`src/rtl/pcie_rx_mem_decoder.sv`:
```
// -----------------------------------------------------------------------------
// pcie_rx_mem_decoder
//
// Receive-side TLP engine for the 64-bit TRN RX interface of the PCIe endpoint.
// Host 1-DW memory writes become a one-cycle register-bus write strobe; host
// 1-DW memory reads become a level-held completion request for the TX
// completion engine. Anything else (other types, length != 1, BAR miss) is
// drained and counted.
//
// Ports:
//   trn_clk, trn_reset        core clock, synchronous active-high reset
//   trn_rd, trn_rrem_n        RX data beat (DW0 in [63:32], DW1 in [31:0])
//   trn_rsof_n, trn_reof_n    start / end of TLP (active low)
//   trn_rsrc_rdy_n            source ready (active low)
//   trn_rsrc_dsc_n            source discontinue (active low)
//   trn_rbar_hit_n            BAR hit, valid on the SOF beat (active low)
//   trn_rdst_rdy_n            destination ready (active low)
//   wr_en_o .. wr_be_o        register write strobe, DW address, data, BEs
//   req_compl_o, compl_done_i completion request / acknowledge handshake
//   req_* (tc..addr)          completion header fields, stable while requested
//   unsup_cnt_o               saturating count of discarded TLPs
// -----------------------------------------------------------------------------
module pcie_rx_mem_decoder #(
   parameter logic [6:0]  BAR_MASK = 7'b0000001,
   parameter int unsigned ADDR_W   = 11
) (
   input  logic              trn_clk,
   input  logic              trn_reset,
   input  logic [63:0]       trn_rd,
   input  logic [7:0]        trn_rrem_n,
   input  logic              trn_rsof_n,
   input  logic              trn_reof_n,
   input  logic              trn_rsrc_rdy_n,
   input  logic              trn_rsrc_dsc_n,
   input  logic [6:0]        trn_rbar_hit_n,
   output logic              trn_rdst_rdy_n,
   output logic              wr_en_o,
   output logic [ADDR_W-1:0] wr_addr_o,
   output logic [31:0]       wr_data_o,
   output logic [3:0]        wr_be_o,
   output logic              req_compl_o,
   input  logic              compl_done_i,
   output logic [2:0]        req_tc_o,
   output logic              req_td_o,
   output logic              req_ep_o,
   output logic [1:0]        req_attr_o,
   output logic [9:0]        req_len_o,
   output logic [15:0]       req_rid_o,
   output logic [7:0]        req_tag_o,
   output logic [7:0]        req_be_o,
   output logic [ADDR_W-1:0] req_addr_o,
   output logic [15:0]       unsup_cnt_o
);

   localparam logic [6:0] TYPE_MRD32 = 7'h00;
   localparam logic [6:0] TYPE_MRD64 = 7'h20;
   localparam logic [6:0] TYPE_MWR32 = 7'h40;
   localparam logic [6:0] TYPE_MWR64 = 7'h60;

   typedef enum logic [2:0] {
      S_IDLE,
      S_RD_ADDR,
      S_WAIT_CPL,
      S_WR32,
      S_WR64_ADDR,
      S_WR64_DATA,
      S_DRAIN
   } state_t;

   function automatic logic [31:0] byteswap(input logic [31:0] d);
      return {d[7:0], d[15:8], d[23:16], d[31:24]};
   endfunction

   state_t state_q, state_d;

   // Beat qualifiers.
   logic beat_ok, sof, eof;
   assign beat_ok = ~trn_rsrc_rdy_n & ~trn_rdst_rdy_n;
   assign sof     = ~trn_rsof_n;
   assign eof     = ~trn_reof_n;

   // Header decode, meaningful only on an SOF beat.
   logic [6:0] hdr_type;
   logic       hdr_known, hdr_len_ok, hdr_bar_ok, hdr_ok;
   assign hdr_type   = trn_rd[62:56];
   assign hdr_known  = hdr_type inside {TYPE_MRD32, TYPE_MRD64, TYPE_MWR32, TYPE_MWR64};
   assign hdr_len_ok = (trn_rd[41:32] == 10'd1);
   assign hdr_bar_ok = |(~trn_rbar_hit_n & BAR_MASK);
   assign hdr_ok     = hdr_known & hdr_len_ok & hdr_bar_ok;

   // Only address bits [ADDR_W+1:2] and the beat framing matter here; rrem_n
   // is implied by the state machine position.
   logic unused_ok;
   assign unused_ok = &{1'b0, trn_rrem_n, trn_rd};

   // Latched header fields.
   logic [2:0]        hdr_tc;
   logic              hdr_td, hdr_ep, hdr_4dw;
   logic [1:0]        hdr_attr;
   logic [9:0]        hdr_len;
   logic [15:0]       hdr_rid;
   logic [7:0]        hdr_tag, hdr_be;
   logic [ADDR_W-1:0] wr64_addr;

   // FSM decisions for the current cycle.
   logic take_hdr, cnt_inc, wr_fire, rd_fire, addr_take;

   // -------------------------------------------------------------------------
   // State register
   // -------------------------------------------------------------------------
   // NOTE: sequential state uses non-blocking (<=) so every flop samples the
   // pre-edge values; blocking here would create order-dependent races.
   always_ff @(posedge trn_clk) begin
      if (trn_reset) state_q <= S_IDLE;
      else           state_q <= state_d;
   end

   // -------------------------------------------------------------------------
   // Next-state and control decode
   // -------------------------------------------------------------------------
   // NOTE: every signal written here gets a default first so no path leaves it
   // unassigned, which would otherwise infer a latch.
   always_comb begin
      state_d   = state_q;
      take_hdr  = 1'b0;
      cnt_inc   = 1'b0;
      wr_fire   = 1'b0;
      rd_fire   = 1'b0;
      addr_take = 1'b0;

      if (state_q == S_WAIT_CPL) begin
         // No beats are accepted here; discontinue does not apply.
         if (compl_done_i) state_d = S_IDLE;
      end else if (!trn_rsrc_dsc_n) begin
         state_d = S_IDLE;
      end else if (beat_ok) begin
         // SOF mid-TLP restarts decode on that beat; inside DRAIN every beat
         // belongs to the TLP being discarded.
         if (sof && state_q != S_DRAIN) begin
            take_hdr = 1'b1;
            if (!hdr_ok) begin
               cnt_inc = 1'b1;
               state_d = eof ? S_IDLE : S_DRAIN;
            end else begin
               unique case (hdr_type)
                  TYPE_MRD32, TYPE_MRD64: state_d = S_RD_ADDR;
                  TYPE_MWR32:             state_d = S_WR32;
                  default:                state_d = S_WR64_ADDR;
               endcase
            end
         end else begin
            case (state_q)
               S_RD_ADDR: begin
                  rd_fire = 1'b1;
                  state_d = S_WAIT_CPL;
               end
               S_WR32: begin
                  wr_fire = 1'b1;
                  state_d = S_IDLE;
               end
               S_WR64_ADDR: begin
                  addr_take = 1'b1;
                  state_d   = S_WR64_DATA;
               end
               S_WR64_DATA: begin
                  wr_fire = 1'b1;
                  state_d = S_IDLE;
               end
               S_DRAIN: begin
                  if (eof) state_d = S_IDLE;
               end
               default: ;  // stray non-SOF beat in IDLE is ignored
            endcase
         end
      end
   end

   // -------------------------------------------------------------------------
   // Datapath and registered outputs
   // -------------------------------------------------------------------------
   always_ff @(posedge trn_clk) begin
      if (trn_reset) begin
         trn_rdst_rdy_n <= 1'b1;
         wr_en_o        <= 1'b0;
         wr_addr_o      <= '0;
         wr_data_o      <= '0;
         wr_be_o        <= '0;
         req_compl_o    <= 1'b0;
         req_tc_o       <= '0;
         req_td_o       <= 1'b0;
         req_ep_o       <= 1'b0;
         req_attr_o     <= '0;
         req_len_o      <= '0;
         req_rid_o      <= '0;
         req_tag_o      <= '0;
         req_be_o       <= '0;
         req_addr_o     <= '0;
         unsup_cnt_o    <= '0;
         hdr_tc         <= '0;
         hdr_td         <= 1'b0;
         hdr_ep         <= 1'b0;
         hdr_attr       <= '0;
         hdr_len        <= '0;
         hdr_rid        <= '0;
         hdr_tag        <= '0;
         hdr_be         <= '0;
         hdr_4dw        <= 1'b0;
         wr64_addr      <= '0;
      end else begin
         // Back-pressure exactly while a completion is outstanding.
         trn_rdst_rdy_n <= (state_d == S_WAIT_CPL);
         wr_en_o        <= wr_fire;

         if (take_hdr) begin
            hdr_tc   <= trn_rd[54:52];
            hdr_td   <= trn_rd[47];
            hdr_ep   <= trn_rd[46];
            hdr_attr <= trn_rd[45:44];
            hdr_len  <= trn_rd[41:32];
            hdr_4dw  <= hdr_type[5];
            hdr_rid  <= trn_rd[31:16];
            hdr_tag  <= trn_rd[15:8];
            hdr_be   <= trn_rd[7:0];
         end

         if (cnt_inc && unsup_cnt_o != 16'hFFFF)
            unsup_cnt_o <= unsup_cnt_o + 16'd1;

         if (addr_take)
            wr64_addr <= trn_rd[ADDR_W+1:2];

         if (wr_fire) begin
            wr_be_o <= hdr_be[3:0];
            if (state_q == S_WR32) begin
               wr_addr_o <= trn_rd[ADDR_W+33:34];
               wr_data_o <= byteswap(trn_rd[31:0]);
            end else begin
               wr_addr_o <= wr64_addr;
               wr_data_o <= byteswap(trn_rd[63:32]);
            end
         end

         if (rd_fire) begin
            req_compl_o <= 1'b1;
            req_tc_o    <= hdr_tc;
            req_td_o    <= hdr_td;
            req_ep_o    <= hdr_ep;
            req_attr_o  <= hdr_attr;
            req_len_o   <= hdr_len;
            req_rid_o   <= hdr_rid;
            req_tag_o   <= hdr_tag;
            req_be_o    <= hdr_be;
            req_addr_o  <= hdr_4dw ? trn_rd[ADDR_W+1:2] : trn_rd[ADDR_W+33:34];
         end else if (state_q == S_WAIT_CPL && compl_done_i) begin
            req_compl_o <= 1'b0;
         end
      end
   end

endmodule
```
`config.mk`:
```
export PLATFORM = sky130hd
export DESIGN_NAME = pcie_rx_mem_decoder
export DESIGN_NICKNAME = d
export VERILOG_FILES = /design/src/rtl/pcie_rx_mem_decoder.sv
export SDC_FILE = /design/constraint.sdc
export NUM_CORES = 1
export LEC_CHECK = 0
export CAP_MARGIN = 25
export CORE_MARGIN = 5
export CORE_UTILIZATION = 35
export CTS_CLUSTER_DIAMETER = 30
export DETAILED_ROUTE_END_ITERATION = 8
export PLACE_DENSITY = 0.63
export SLEW_MARGIN = 20
export SYNTH_ARGS = -nofsm -noshare
export SYNTH_HDL_FRONTEND = slang
export SYNTH_SLANG_ARGS = --single-unit
export TNS_END_PERCENT = 20
```
`constraint.sdc`:
```
create_clock -name trn_clk -period 5.95 [get_ports trn_clk]
set_input_delay 0.595 -clock trn_clk [delete_from_list [all_inputs] [get_ports trn_clk]]
set_output_delay 0.595 -clock trn_clk [all_outputs]
set_load 0.005 [all_outputs]
```
# == Word level (Yosys, flattened, before mapping) ==
# Index checks and enable logic that the tools add are counted.
# word_totals
register_bits,190
inputBits,86
output_inout_bits,126
wordCells,95
# op_classes
add_sub_neg,1
n_eq_ne,13
n_mux,39
bitwise,7
reduce_logical,8
# op_table
op,count
2-to-1 mux 32 bit,1
2-to-1 mux 1 bit,26
2-to-1 mux 3 bit,8
2-to-1 mux 11 bit,2
"adder 16 x 1 -> 16 bit, second input constant",1
"!= test 16 bit, second input constant",1
"equality test 7 bit, second input constant",2
case mux 3 bit (4 select lines),1
"equality test 10 x 1 -> 1 bit, second input constant",1
"equality test 3 x 2 -> 1 bit, second input constant",3
"equality test 3 bit, second input constant",3
"equality test 7 x 6 -> 1 bit, second input constant",1
logical NOT 7 bit,1
case mux 3 bit (2 select lines),1
NOT 1 bit,4
nonzero test 4 bit,1
OR reduction 2 bit,2
bitwise AND 1 bit,3
"equality test 3 x 1 -> 1 bit, second input constant",1
logical AND 1 bit,3
"!= test 3 bit, second input constant",1
nonzero test 2 bit,1

# == Longest topological paths before layout ==
# Gate-level depths: netlist of the first run.
# logic_depth
word_depth,10
depth_mapped,8
mapped_depth_nobuf,6

# == Worst setup path before layout of the first run ==
# OpenSTA, ideal clock, no wires.
# synth_timing
path_type,input port to flip-flop
startpoint,in trn_rsrc_rdy_n
endpoint,reg unsup_cnt_o[13]
setup_time_ns,0.070
t_arrival_ns,2.245
t_required_ns,5.880
path_slack_ns,3.634
cell_stages,6
path_buffers,1
cell_sequence,or3b_1 clkbuf_1 nor3_4 o2111ai_1 or4b_1 a21oi_1
# synth_between
elab_chain_len,6
# synth_lines
element,line,text
from (decl),33,"input logic trn_rsrc_rdy_n,"
NOT 1 bit,78,assign beat_ok = ~trn_rsrc_rdy_n & ~trn_rdst_rdy_n;
bitwise AND 1 bit,78,
2-to-1 mux 1 bit,136,end else if (beat_ok) begin
2-to-1 mux 1 bit,134,end else if (!trn_rsrc_dsc_n) begin
2-to-1 mux 1 bit,131,if (state_q == S_WAIT_CPL) begin
logical AND 1 bit,226,if (cnt_inc && unsup_cnt_o != 16'hFFFF)
to (signal assigned),227,unsup_cnt_o <= unsup_cnt_o + 16'd1;
to (decl),52,output logic [15:0] unsup_cnt_o
# Every way passes these cells.
# A chain may end at the register's enable or synchronous reset.

# == Final worst setup path of the first run ==
# layout_timing
startpoint,in trn_rsrc_dsc_n
endpoint,reg req_addr_o[1]
# layout_between
elab_chain_len,2
# layout_lines
element,line,text
from (decl),34,"input logic trn_rsrc_dsc_n,"
2-to-1 mux 1 bit,134,
2-to-1 mux 1 bit,131,
to (signal assigned),253,req_addr_o <= hdr_4dw ? trn_rd[ADDR_W+1:2] : trn_rd[ADDR_W+33:34];
to (decl),51,"output logic [ADDR_W-1:0] req_addr_o,"
# Every way passes these cells.

==> results_tabular.tex, run 1 <==
\begin{tabular}{lr}
\hline
Metric & Value \\
\hline
\multicolumn{2}{l}{\textbf{Final layout}} \\
Final Instance Count excl. Fillers & between 1k and 1.5k \\
Proportion of layout cells with a drive suffix above 1 & under 10\% \\
Post-layout net count & around 1.1k \\
Area overhead of the layout relative to synthesis & 36.7\% \\
Inserted Diodes & 0 \\
\multicolumn{2}{l}{\textbf{Worst setup path}} \\
FF-to-FF path depth & 6 \\
Sort of element at the end of the critical path & flip-flop \\
Critical Path Sink & req\_addr\_o[1] \\
Setup crit start kind & primary input \\
Data required time of the critical path & 6.29 ns \\
Critical Path AT & 3.62 ns \\
Startpoint of the worst-slack reg-to-reg timing path & trn\_rdst\_rdy\_n \\
Launch point of the worst path & trn\_rsrc\_dsc\_n \\
Highest fanout seen on the critical path & 49 \\
Setup slack of the most critical reg-to-reg path & 2.97 ns \\
Endpoint of the worst-slack reg-to-reg timing path & req\_addr\_o[1] \\
Class of the most critical setup path & primary input to flip-flop \\
\multicolumn{2}{l}{\textbf{Route}} \\
Remaining routing DRC violations & 0 \\
Number of DRC violations after detailed-routing iteration 0 & 371 \\
Via count & 6631 \\
Final ANT Viol Nets & 0 \\
Final WL & 22700 um \\
Via/cell ratio & 4.99 \\
First-pass iteration count of the detailed router & 5 \\
Wirelength per Cell & 17.1 um \\
\multicolumn{2}{l}{\textbf{Clock tree}} \\
\# hold bufs at CTS & 0 \\
Clock tree from TritonCTS & built \\
Total of cells resized after clock tree synthesis & 0 \\
Clock input transition at the sequential cells of the worst setup and hold paths & about 0.07 ns \\
CTS H-tree lvls & 4 \\
Master cell of the clock root buffer & sky130\_fd\_sc\_hd\_\_clkbuf\_16 \\
Count of clock tree sinks & 190 \\
Clk\_lat worst skew & $\sim$0.43 ns \\
Maximum clock path buffer count & 2 \\
Post-CTS Setup Inserts & 0 \\
CTS Buf Count & 17 \\
\multicolumn{2}{l}{\textbf{Place}} \\
Count of buffers inserted at the top-level ports & 197 \\
Half-perimeter wire length of the detailed placement result & 15300 um \\
Last weighted congestion value of the routability-driven placer & a little under 0.8 \\
Placed Cells & 1296 \\
\multicolumn{2}{l}{\textbf{STA}} \\
Fraction of the cycle the final worst path needs & a little under three fifths \\
Final critical delay including setup and external delays & 3.29 ns \\
Slew at the pin closest to its max-slew limit & $\sim$0.99 ns \\
Count of endpoints failing setup in the final report & 0 \\
Final slew viol count & 0 \\
Worst max-slew margin expressed relative to the limit & 34.3\% \\
Unrepaired setup endpoints after global routing & no \\
Setup clock skew after layout & 0.00963 ns \\
Max Fclk & between 0.3 and 0.4 GHz \\
Number of endpoints with negative hold slack in the final report & 0 \\
Total Neg Setup Slack & 0 ns \\
\multicolumn{2}{l}{\textbf{Logic synthesis}} \\
Ranking of synthesized cells by instance count & sky130\_fd\_sc\_hd\_\_nand2\_1, sky130\_fd\_sc\_hd\_\_dfxtp\_1, sky130\_fd\_sc\_hd\_\_a21oi\_1, sky130\_fd\_sc\_hd\_\_nor2\_1, sky130\_fd\_sc\_hd\_\_mux2i\_1 \\
Cell variety after synth & 43 \\
Synthesis-stage register bit count & 190 \\
Library cell with the largest summed area after synthesis & sky130\_fd\_sc\_hd\_\_dfxtp\_1 \\
Fraction of synthesized cell area taken by the top area cell type & 50.6\% \\
Mean cell area of the mapped netlist & 8.49 sq um \\
Cells taking the most area after synthesis & sky130\_fd\_sc\_hd\_\_dfxtp\_1, sky130\_fd\_sc\_hd\_\_nand2\_1, sky130\_fd\_sc\_hd\_\_mux2i\_1 \\
Prevailing post-synth register cell & sky130\_fd\_sc\_hd\_\_dfxtp\_1 \\
Post-synth EDFFs & 0 \\
Most common cell in the synthesized netlist & sky130\_fd\_sc\_hd\_\_nand2\_1 \\
Share of synthesized area occupied by flip-flops and latches & 50.6\% \\
Synth Cell Area & 7520 sq um \\
FFs w/ async S/R, synth & 0\% \\
Synthesized instance count & 886 \\
Yosys synthesis warning count & 0 \\
Total nets after synthesis & 973 \\
\multicolumn{2}{l}{\textbf{Flow run}} \\
Max-cap check violation count & 0 \\
\multicolumn{2}{l}{\textbf{Global routing}} \\
Maximum number of pins on one net before global-route repair & 128 \\
Combined global-route utilization of all metal layers & 18.0\% \\
Gr ovfl total & 0 \\
Via count of the first global-routing pass & 6125 \\
Antenna violations before repair & 0 \\
Wire length of the first global-routing pass & approximately 35000 um \\
\multicolumn{2}{l}{\textbf{Power and ir drop}} \\
Post-layout total power & 0.00264 W \\
Proportion of power drawn by flip-flops and latches & between 40\% and 50\% \\
Cell-internal power & about 0.002 W \\
Combinational cell fraction of total power & 5.3\% \\
Net switching component of the power & 0.000603 W \\
Net switching share of the total power & a little under a quarter \\
Worst IR drop on VDD & 170 uV \\
Fraction of power consumed by the clock network & 46.0\% \\
Power density relative to cell area & 257 nW/um\^{}2 \\
LEAKAGE & around 3.6 nW \\
\multicolumn{2}{l}{\textbf{Hold path}} \\
Worst min-delay path class & flip-flop to flip-flop \\
\multicolumn{2}{l}{\textbf{Floorplanning}} \\
Initial cell density of the core & 35.7\% \\
Die span in x & 157 um \\
Vert. Die Dim & 157 um \\
Die outline area & 24500 sq um \\
Core Box Area & 21100 sq um \\
I/O pin total & 212 \\
Row count & 53 \\
\multicolumn{2}{l}{\textbf{Status}} \\
Run status & finished, final reports clean \\
\hline
\end{tabular}
[cell families after synthesis]
group | Yosys count | synth area share [%]
multiplexers | 72 | 9.58
buffers and inverters | 74 | 3.81
XOR/XNOR | 3 | 0.349
adder cells (fa/ha/maj) | 1 | 0.166
flip-flops | 190 | 50.6
AND/OR/NAND/NOR | 346 | 19.6
AO/OA/AOI/OAI | 200 | 15.9
[layout by cell type (no fill, tap or decap), types with 3 or more instances in the layout]
cell                              instances
sky130_fd_sc_hd__clkdlybuf4s50_1        196
sky130_fd_sc_hd__a21oi_1                116
sky130_fd_sc_hd__or4_1                    4
sky130_fd_sc_hd__nand2b_1                 5
sky130_fd_sc_hd__nor3_1                   4
sky130_fd_sc_hd__nor2_1                  78
sky130_fd_sc_hd__clkbuf_16               17
sky130_fd_sc_hd__nor4_1                   5
sky130_fd_sc_hd__or3_1                    9
sky130_fd_sc_hd__nand4_1                  3
sky130_fd_sc_hd__nand3_1                  9
sky130_fd_sc_hd__nand2_1                208
sky130_fd_sc_hd__mux2i_1                 72
sky130_fd_sc_hd__o211ai_1                 3
sky130_fd_sc_hd__inv_1                    5
sky130_fd_sc_hd__a211oi_1                54
sky130_fd_sc_hd__dfxtp_1                190
sky130_fd_sc_hd__inv_6                    6
sky130_fd_sc_hd__bufinv_16                3
sky130_fd_sc_hd__o31ai_1                  3
sky130_fd_sc_hd__o21ai_0                 14
sky130_fd_sc_hd__buf_4                    6
sky130_fd_sc_hd__nand3b_1                 4
[critical path, cell delays in order]
cell and delay, ns:
sky130_fd_sc_hd__clkdlybuf4s50_1 0.52, sky130_fd_sc_hd__or3b_1 0.52, sky130_fd_sc_hd__nor3b_1 0.36, sky130_fd_sc_hd__and3b_2 0.90
sky130_fd_sc_hd__buf_4 0.43, sky130_fd_sc_hd__nor2_1 0.07, sky130_fd_sc_hd__a211oi_1 0.20
[metal layers]
layer / GRT usage, % / routed length [um] / part of all wire (%)
met3: 5.61 / 1800 / 7.9
met1: 25.7 / 10700 / 47
met5: 0 / 0 / 0
met2: 26.6 / 9970 / 44
met4: 4.42 / 238 / 1.0
[state kept, by name (all words and copies together) (netlist names), 3 cells and up]
signal	flops
hdr_be	8
hdr_len	10
hdr_rid	16
hdr_tag	8
hdr_tc	3
req_addr_o	11
req_be_o	8
req_len_o	10
req_rid_o	16
req_tag_o	8
req_tc_o	3
state_q	3
unsup_cnt_o	16
wr64_addr	11
wr_addr_o	11
wr_be_o	4
wr_data_o	32
[worst min-delay path by stage]
stage | start | endpoint | depth (start not counted)
final | hdr_len[5] | req_len_o[5] | 2
after global placement | hdr_tag[5] | req_tag_o[5] | 2
after detailed placement | hdr_len[3] | req_len_o[3] | 2
after floorplan | hdr_attr[0] | req_attr_o[0] | 2
after CTS | hdr_len[5] | req_len_o[5] | 2
after global routing | hdr_len[3] | req_len_o[3] | 2
[metrics by stage]
stage	setup slack (ns)	instance area [sq um]	hold slack (ns)	util, %
after global routing	2.45	10300	0.466	48.7
after floorplan	3.63	7520	0.432	-
final	2.66	10300	0.449	48.7
after detailed placement	2.18	9650	0.444	45.8
after global placement	2.23	9650	0.438	45.7
after CTS	2.63	10300	0.451	48.7
[final cells by class]
type	instances	area (sq um)
well taps	275	344
repair buffers	204	2040
clock buffers	19	453
inverters	5	18.8
fillers	2068	10800
multi-input cells	622	3450
clock inverters	13	174
flip-flops and latches	190	3800
[power by group through the flow]
stage	Combinational [W]	Clock [W]	Sequential (W)
4_1_cts	0.000141	0.00125	0.00129
5_1_grt	0.000152	0.00130	0.00129
2_1_floorplan	0.0000588	0	0.00131
3_5_place_dp	0.000140	0	0.00132
6_report	0.000139	0.00122	0.00129
3_3_place_gp	0.000139	0	0.00132
Power figures use the tool's default switching activity.
==> run 2: changes to the inputs <==
- PLACE_DENSITY: 0.63 -> 0.65
- clock period: 5.95 -> 2.6 ns (I/O delays scaled with it)
==> results_tabular.tex, run 2 (synthesis gave the netlist of run 1 again) <==
\begin{tabular}{lr}
\hline
Metric & Value \\
\hline
\multicolumn{2}{l}{\textbf{Status}} \\
Run status & finished, final reports clean \\
\multicolumn{2}{l}{\textbf{Floorplanning}} \\
I/O pin total & around 210 \\
Core Box Area & 21100 sq um \\
Row count & between 50 and 60 \\
Die span in x & 157 um \\
Initial cell density of the core & between 30\% and 40\% \\
Die outline area & 24500 sq um \\
Vert. Die Dim & around 160 um \\
\multicolumn{2}{l}{\textbf{Power and ir drop}} \\
Power density relative to cell area & 551 nW/um\^{}2 \\
LEAKAGE & 3.70 nW \\
Worst IR drop on VDD & around 440 uV \\
Post-layout total power & 0.00574 W \\
\multicolumn{2}{l}{\textbf{Clock tree}} \\
CTS H-tree lvls & 4 \\
\# hold bufs at CTS & 0 \\
Post-CTS Setup Inserts & 0 \\
Count of clock tree sinks & 190 \\
Clk\_lat worst skew & around 0.43 ns \\
Clock input transition at the sequential cells of the worst setup and hold paths & roughly 0.070 ns \\
Clock tree from TritonCTS & built \\
Maximum clock path buffer count & 2 \\
Total of cells resized after clock tree synthesis & 0 \\
Master cell of the clock root buffer & sky130\_fd\_sc\_hd\_\_clkbuf\_16 \\
CTS Buf Count & 17 \\
\multicolumn{2}{l}{\textbf{Route}} \\
Number of DRC violations after detailed-routing iteration 0 & between 300 and 400 \\
Final ANT Viol Nets & 0 \\
Wirelength per Cell & 17.1 um \\
Via count & 6733 \\
Via/cell ratio & 5.00 \\
Remaining routing DRC violations & 0 \\
First-pass iteration count of the detailed router & 5 \\
Final WL & 23000 um \\
\multicolumn{2}{l}{\textbf{Place}} \\
Placed Cells & 1317 \\
Last weighted congestion value of the routability-driven placer & 0.847 \\
Post-place setup slack & -0.0482 ns \\
Count of buffers inserted at the top-level ports & between 150 and 200 \\
Half-perimeter wire length of the detailed placement result & 16000 um \\
\multicolumn{2}{l}{\textbf{Final layout}} \\
Proportion of layout cells with a drive suffix above 1 & 6.16\% \\
Register with the highest flop count & wr\_data\_o \\
Commonest cells after routing, fill and taps aside & sky130\_fd\_sc\_hd\_\_nand2\_1, sky130\_fd\_sc\_hd\_\_clkdlybuf4s50\_1, sky130\_fd\_sc\_hd\_\_dfxtp\_1 \\
Inserted Diodes & 0 \\
Area overhead of the layout relative to synthesis & 38.6\% \\
Total area of sequential cells & 3800 sq um \\
Post-layout net count & 1148 \\
Flip-flop count of the largest register after layout & 32 \\
Final Instance Count excl. Fillers & 1347 \\
Leading cell type in the layout, fill and taps excluded & sky130\_fd\_sc\_hd\_\_nand2\_1 \\
Fill count & 2029 \\
Area used by multi-input combinational logic & 3440 sq um \\
\multicolumn{2}{l}{\textbf{STA}} \\
Unrepaired setup endpoints after global routing & no \\
Slew at the pin closest to its max-slew limit & 0.812 ns \\
Final critical delay including setup and external delays & 2.33 ns \\
Number of endpoints with negative hold slack in the final report & 0 \\
Fraction of the cycle the final worst path needs & 89.5\% \\
Worst max-slew margin expressed relative to the limit & 45.8\% \\
Total Neg Setup Slack & 0 ns \\
Worst Hold Margin & between 0.2 and 0.3 ns \\
Final worst setup slack & 0.274 ns \\
Setup clock skew after layout & 0.0108 ns \\
Final slew viol count & 0 \\
Max Fclk & 0.430 GHz \\
Count of endpoints failing setup in the final report & 0 \\
\multicolumn{2}{l}{\textbf{Worst setup path}} \\
Highest fanout seen on the critical path & 18 \\
Critical Path AT & about 2.6 ns \\
Sort of element at the end of the critical path & flip-flop \\
Data required time of the critical path & 2.90 ns \\
Critical Path Max Stage Delay & 0.68 ns \\
Cell with the largest stage delay on the worst path & sky130\_fd\_sc\_hd\_\_or4\_1 \\
Setup crit start kind & flip-flop \\
Class of the most critical setup path & flip-flop to flip-flop \\
Series of cell instances along the critical path & nand4\_1 -> or4\_1 -> o211ai\_2 -> mux2i\_1 -> nor2\_1 \\
\multicolumn{2}{l}{\textbf{Global routing}} \\
Wire length of the first global-routing pass & 35700 um \\
Antenna violations before repair & 0 \\
Gr ovfl total & 0 \\
Via count of the first global-routing pass & 6320 \\
Combined global-route utilization of all metal layers & a little under a fifth \\
Maximum number of pins on one net before global-route repair & 73 \\
\multicolumn{2}{l}{\textbf{Hold path}} \\
Worst min-delay path class & primary input to flip-flop \\
\multicolumn{2}{l}{\textbf{Flow run}} \\
Max-cap check violation count & 0 \\
\hline
\end{tabular}
run 2: critical path: cells and delay by family, from the launching register on:
| family | cells | cell delay [ns] |
|---|---|---|
| AOI/OAI and AO/OA | 1 | 0.62 |
| muxes | 1 | 0.25 |
| DFF | 1 | 0.43 |
| and+or+nand+nor | 3 | 0.90 |
run 2: worst paths after layout:
path                                      from              to  slack [ns]  cells past startpoint
worst min register to register      hdr_len[7]    req_len_o[7]        0.45                      2
worst min-delay path                 trn_reset    wr64_addr[4]        0.28                      2
worst max register to register  unsup_cnt_o[6]  unsup_cnt_o[1]        0.27                      5
worst max-delay path            unsup_cnt_o[6]  unsup_cnt_o[1]        0.27                      5
run 2: power by group:
group | switching (W) | internal, W | total, W
Combinational | 0.000174 | 0.000160 | 0.000334
Sequential | 0.0000182 | 0.00293 | 0.00295
Clock | 0.00115 | 0.00132 | 0.00246
Total | 0.00134 | 0.00440 | 0.00574
run 2: cell type report:
class / count / share of cell area [%]
clock buffers: 17 / 4.08
clock inverters: 13 / 1.12
inverters: 5 / 0.180
multi-input cells: 622 / 33.0
flip-flops and latches: 190 / 36.5
well taps: 275 / 3.30
repair buffers: 225 / 21.8
run 2: through the flow:
| stage | utilization, % | instance area [sq um] |
|---|---|---|
| 6_report | 49.4 | 10400 |
| 5_1_grt | 49.4 | 10400 |
| 4_1_cts | 49.4 | 10400 |
| 3_5_place_dp | 46.8 | 9880 |
| 3_3_place_gp | 46.8 | 9880 |
| 2_1_floorplan | - | 7520 |
run 2: routing by layer:
metal	up-vias	share of wire, %	track usage (%)	routed length (um)
li1	3398	-	-	-
met1	3112	47	25.9	10700
met2	202	45	28.0	10300
met3	21	6.6	4.76	1520
met4	0	1.8	5.54	418
met5	-	0	0	0
==> run 3: changes to the inputs <==
- CORE_MARGIN: 5 -> 1
- CORE_UTILIZATION: 35 -> 43
- PLACE_DENSITY: 0.65 -> 0.77
==> results_tabular.tex, run 3 (synthesis gave the netlist of run 1 again) <==
\begin{tabular}{lr}
\hline
Metric & Value \\
\hline
\multicolumn{2}{l}{\textbf{Status}} \\
Run status & finished, final reports clean \\
\multicolumn{2}{l}{\textbf{Final layout}} \\
Register with the highest flop count & wr\_data\_o \\
Proportion of layout cells with a drive suffix above 1 & under 10\% \\
Utilization of the core after routing & 61.9\% \\
Inserted Diodes & 0 \\
Final Instance Count excl. Fillers & 1294 \\
Area overhead of the layout relative to synthesis & 38.5\% \\
Post-route cell area & 10400 sq um \\
Fill count & approximately 1.5k \\
Post-layout net count & 1148 \\
Flip-flop count of the largest register after layout & 32 \\
Commonest cells after routing, fill and taps aside & sky130\_fd\_sc\_hd\_\_nand2\_1, sky130\_fd\_sc\_hd\_\_clkdlybuf4s50\_1, sky130\_fd\_sc\_hd\_\_dfxtp\_1 \\
Leading cell type in the layout, fill and taps excluded & sky130\_fd\_sc\_hd\_\_nand2\_1 \\
\multicolumn{2}{l}{\textbf{Power and ir drop}} \\
LEAKAGE & 3.73 nW \\
Power density relative to cell area & roughly 570 nW/um\^{}2 \\
Worst IR drop on VDD & 504 uV \\
\multicolumn{2}{l}{\textbf{Floorplanning}} \\
Die outline area & 18000 sq um \\
Initial cell density of the core & 44.7\% \\
Row count & 47 \\
Vert. Die Dim & 134 um \\
Die span in x & 134 um \\
I/O pin total & 212 \\
Core Box Area & 16800 sq um \\
\multicolumn{2}{l}{\textbf{Worst setup path}} \\
Startpoint of the worst-slack reg-to-reg timing path & unsup\_cnt\_o[1] \\
Class of the most critical setup path & flip-flop to flip-flop \\
Endpoint of the worst-slack reg-to-reg timing path & unsup\_cnt\_o[1] \\
Setup slack of the most critical reg-to-reg path & 0.24 ns \\
Critical Path AT & 2.65 ns \\
Sort of element at the end of the critical path & flip-flop \\
Data required time of the critical path & 2.90 ns \\
FF-to-FF path depth & 6 \\
Highest fanout seen on the critical path & 18 \\
Setup crit start kind & flip-flop \\
\multicolumn{2}{l}{\textbf{Hold path}} \\
WHS Endpoint & wr64\_addr[3] \\
Worst min-delay path class & primary input to flip-flop \\
Number of cells on the worst hold path & 2 \\
Min-Delay Startpoint & trn\_reset \\
\multicolumn{2}{l}{\textbf{Clock tree}} \\
CTS H-tree lvls & 4 \\
Clock input transition at the sequential cells of the worst setup and hold paths & around 0.060 ns \\
Clock tree from TritonCTS & built \\
\# hold bufs at CTS & 0 \\
Maximum clock path buffer count & 2 \\
Clk\_lat worst skew & about 0.43 ns \\
CTS Buf Count & 17 \\
Total of cells resized after clock tree synthesis & 0 \\
Post-CTS Setup Inserts & 0 \\
Count of clock tree sinks & 190 \\
Master cell of the clock root buffer & sky130\_fd\_sc\_hd\_\_clkbuf\_16 \\
\multicolumn{2}{l}{\textbf{Route}} \\
Number of DRC violations after detailed-routing iteration 0 & 411 \\
Via/cell ratio & 5.30 \\
Wirelength per Cell & 16.8 um \\
Final ANT Viol Nets & 0 \\
Via count & slightly below 7k \\
Final WL & 21700 um \\
Remaining routing DRC violations & 0 \\
First-pass iteration count of the detailed router & 5 \\
\multicolumn{2}{l}{\textbf{STA}} \\
Final critical delay including setup and external delays & 2.36 ns \\
Setup clock skew after layout & between 0.009 and 0.01 ns \\
Final slew viol count & 0 \\
Worst max-slew margin expressed relative to the limit & between 40 and 50\% \\
Max Fclk & 0.424 GHz \\
Slew at the pin closest to its max-slew limit & 0.858 ns \\
Fraction of the cycle the final worst path needs & 90.6\% \\
Number of endpoints with negative hold slack in the final report & 0 \\
Count of endpoints failing setup in the final report & 0 \\
Unrepaired setup endpoints after global routing & no \\
\multicolumn{2}{l}{\textbf{Global routing}} \\
Wire length of the first global-routing pass & 33900 um \\
Antenna violations before repair & 0 \\
Via count of the first global-routing pass & 6294 \\
Gr ovfl total & 0 \\
Maximum number of pins on one net before global-route repair & 81 \\
Combined global-route utilization of all metal layers & 24.2\% \\
\multicolumn{2}{l}{\textbf{Place}} \\
Count of buffers inserted at the top-level ports & 197 \\
Half-perimeter wire length of the detailed placement result & between 15000 and 20000 um \\
Placed Cells & 1262 \\
DP Area & 9810 sq um \\
Last weighted congestion value of the routability-driven placer & $\sim$0.85 \\
\multicolumn{2}{l}{\textbf{Flow run}} \\
Max-cap check violation count & 0 \\
\hline
\end{tabular}
run 3: cell types whose count changed in the layout (fill, tap and decap cells not counted):
cell                         previous run  this run
sky130_fd_sc_hd__clkinvlp_4             3         4
sky130_fd_sc_hd__bufinv_16              1         3
sky130_fd_sc_hd__clkbuf_8               0         1
sky130_fd_sc_hd__inv_6                  4         3
sky130_fd_sc_hd__clkbuf_1               0         1
sky130_fd_sc_hd__clkinv_4               1         0
sky130_fd_sc_hd__clkinv_2               4         3
run 3: worst max-delay path by stage:
stage,from,endpoint,slack (ns),cells after the start
after floorplan,trn_rdst_rdy_n,unsup_cnt_o[13],0.51,6
after global routing,unsup_cnt_o[6],unsup_cnt_o[3],0.06,5
after global placement,trn_rsrc_dsc_n,unsup_cnt_o[10],0.03,6
final,unsup_cnt_o[1],unsup_cnt_o[1],0.24,6
after CTS,unsup_cnt_o[1],unsup_cnt_o[1],0.24,6
after detailed placement,trn_rsrc_dsc_n,unsup_cnt_o[14],-0.05,6
run 3: layout make-up:
class                           instances  area (sq um)  area share [%]
Tap cell                              220           275            2.64
Clock inverter                         13           161            1.55
Multi-Input combinational cell        622          3440            33.0
Inverter                                5          18.8           0.180
Sequential cell                       190          3800            36.5
Clock buffer                           19           443            4.25
Timing Repair Buffer                  225          2270            21.8
run 3: worst max-delay path, cell delays in order (launching register included):
cell and delay (ns):
sky130_fd_sc_hd__dfxtp_1 0.43, sky130_fd_sc_hd__ha_1 0.27, sky130_fd_sc_hd__nand2_1 0.06, sky130_fd_sc_hd__or4_1 0.53, sky130_fd_sc_hd__o211ai_2 0.63, sky130_fd_sc_hd__mux2i_1 0.25
sky130_fd_sc_hd__nor2_1 0.05
run 3: layer usage:
layer | GRT usage (%) | share of wire (%)
met1 | 32.6 | 46
met2 | 38.5 | 46
met3 | 4.72 | 5.8
met4 | 8.30 | 2.1
met5 | 0 | 0
run 3: power breakdown:
| part | leakage [nW] | switching [W] | total (W) | internal (W) |
|---|---|---|---|---|
| registers | 1.53 | 0.0000184 | 0.00295 | 0.00293 |
| logic | 1.91 | 0.000171 | 0.000330 | 0.000159 |
| clock network | 0.286 | 0.00113 | 0.00267 | 0.00154 |
run 3: per-stage QoR:
stage,setup TNS [ns],power (W),setup WS (ns),hold WS [ns]
floorplan,0,0.00314,0.513,0.396
global placement,0,0.00334,0.0322,0.437
detailed placement,-0.117,0.00334,-0.0485,0.443
CTS,0,0.00599,0.238,0.300
global route,0,0.00615,0.0559,0.323
finish,0,0.00595,0.244,0.305
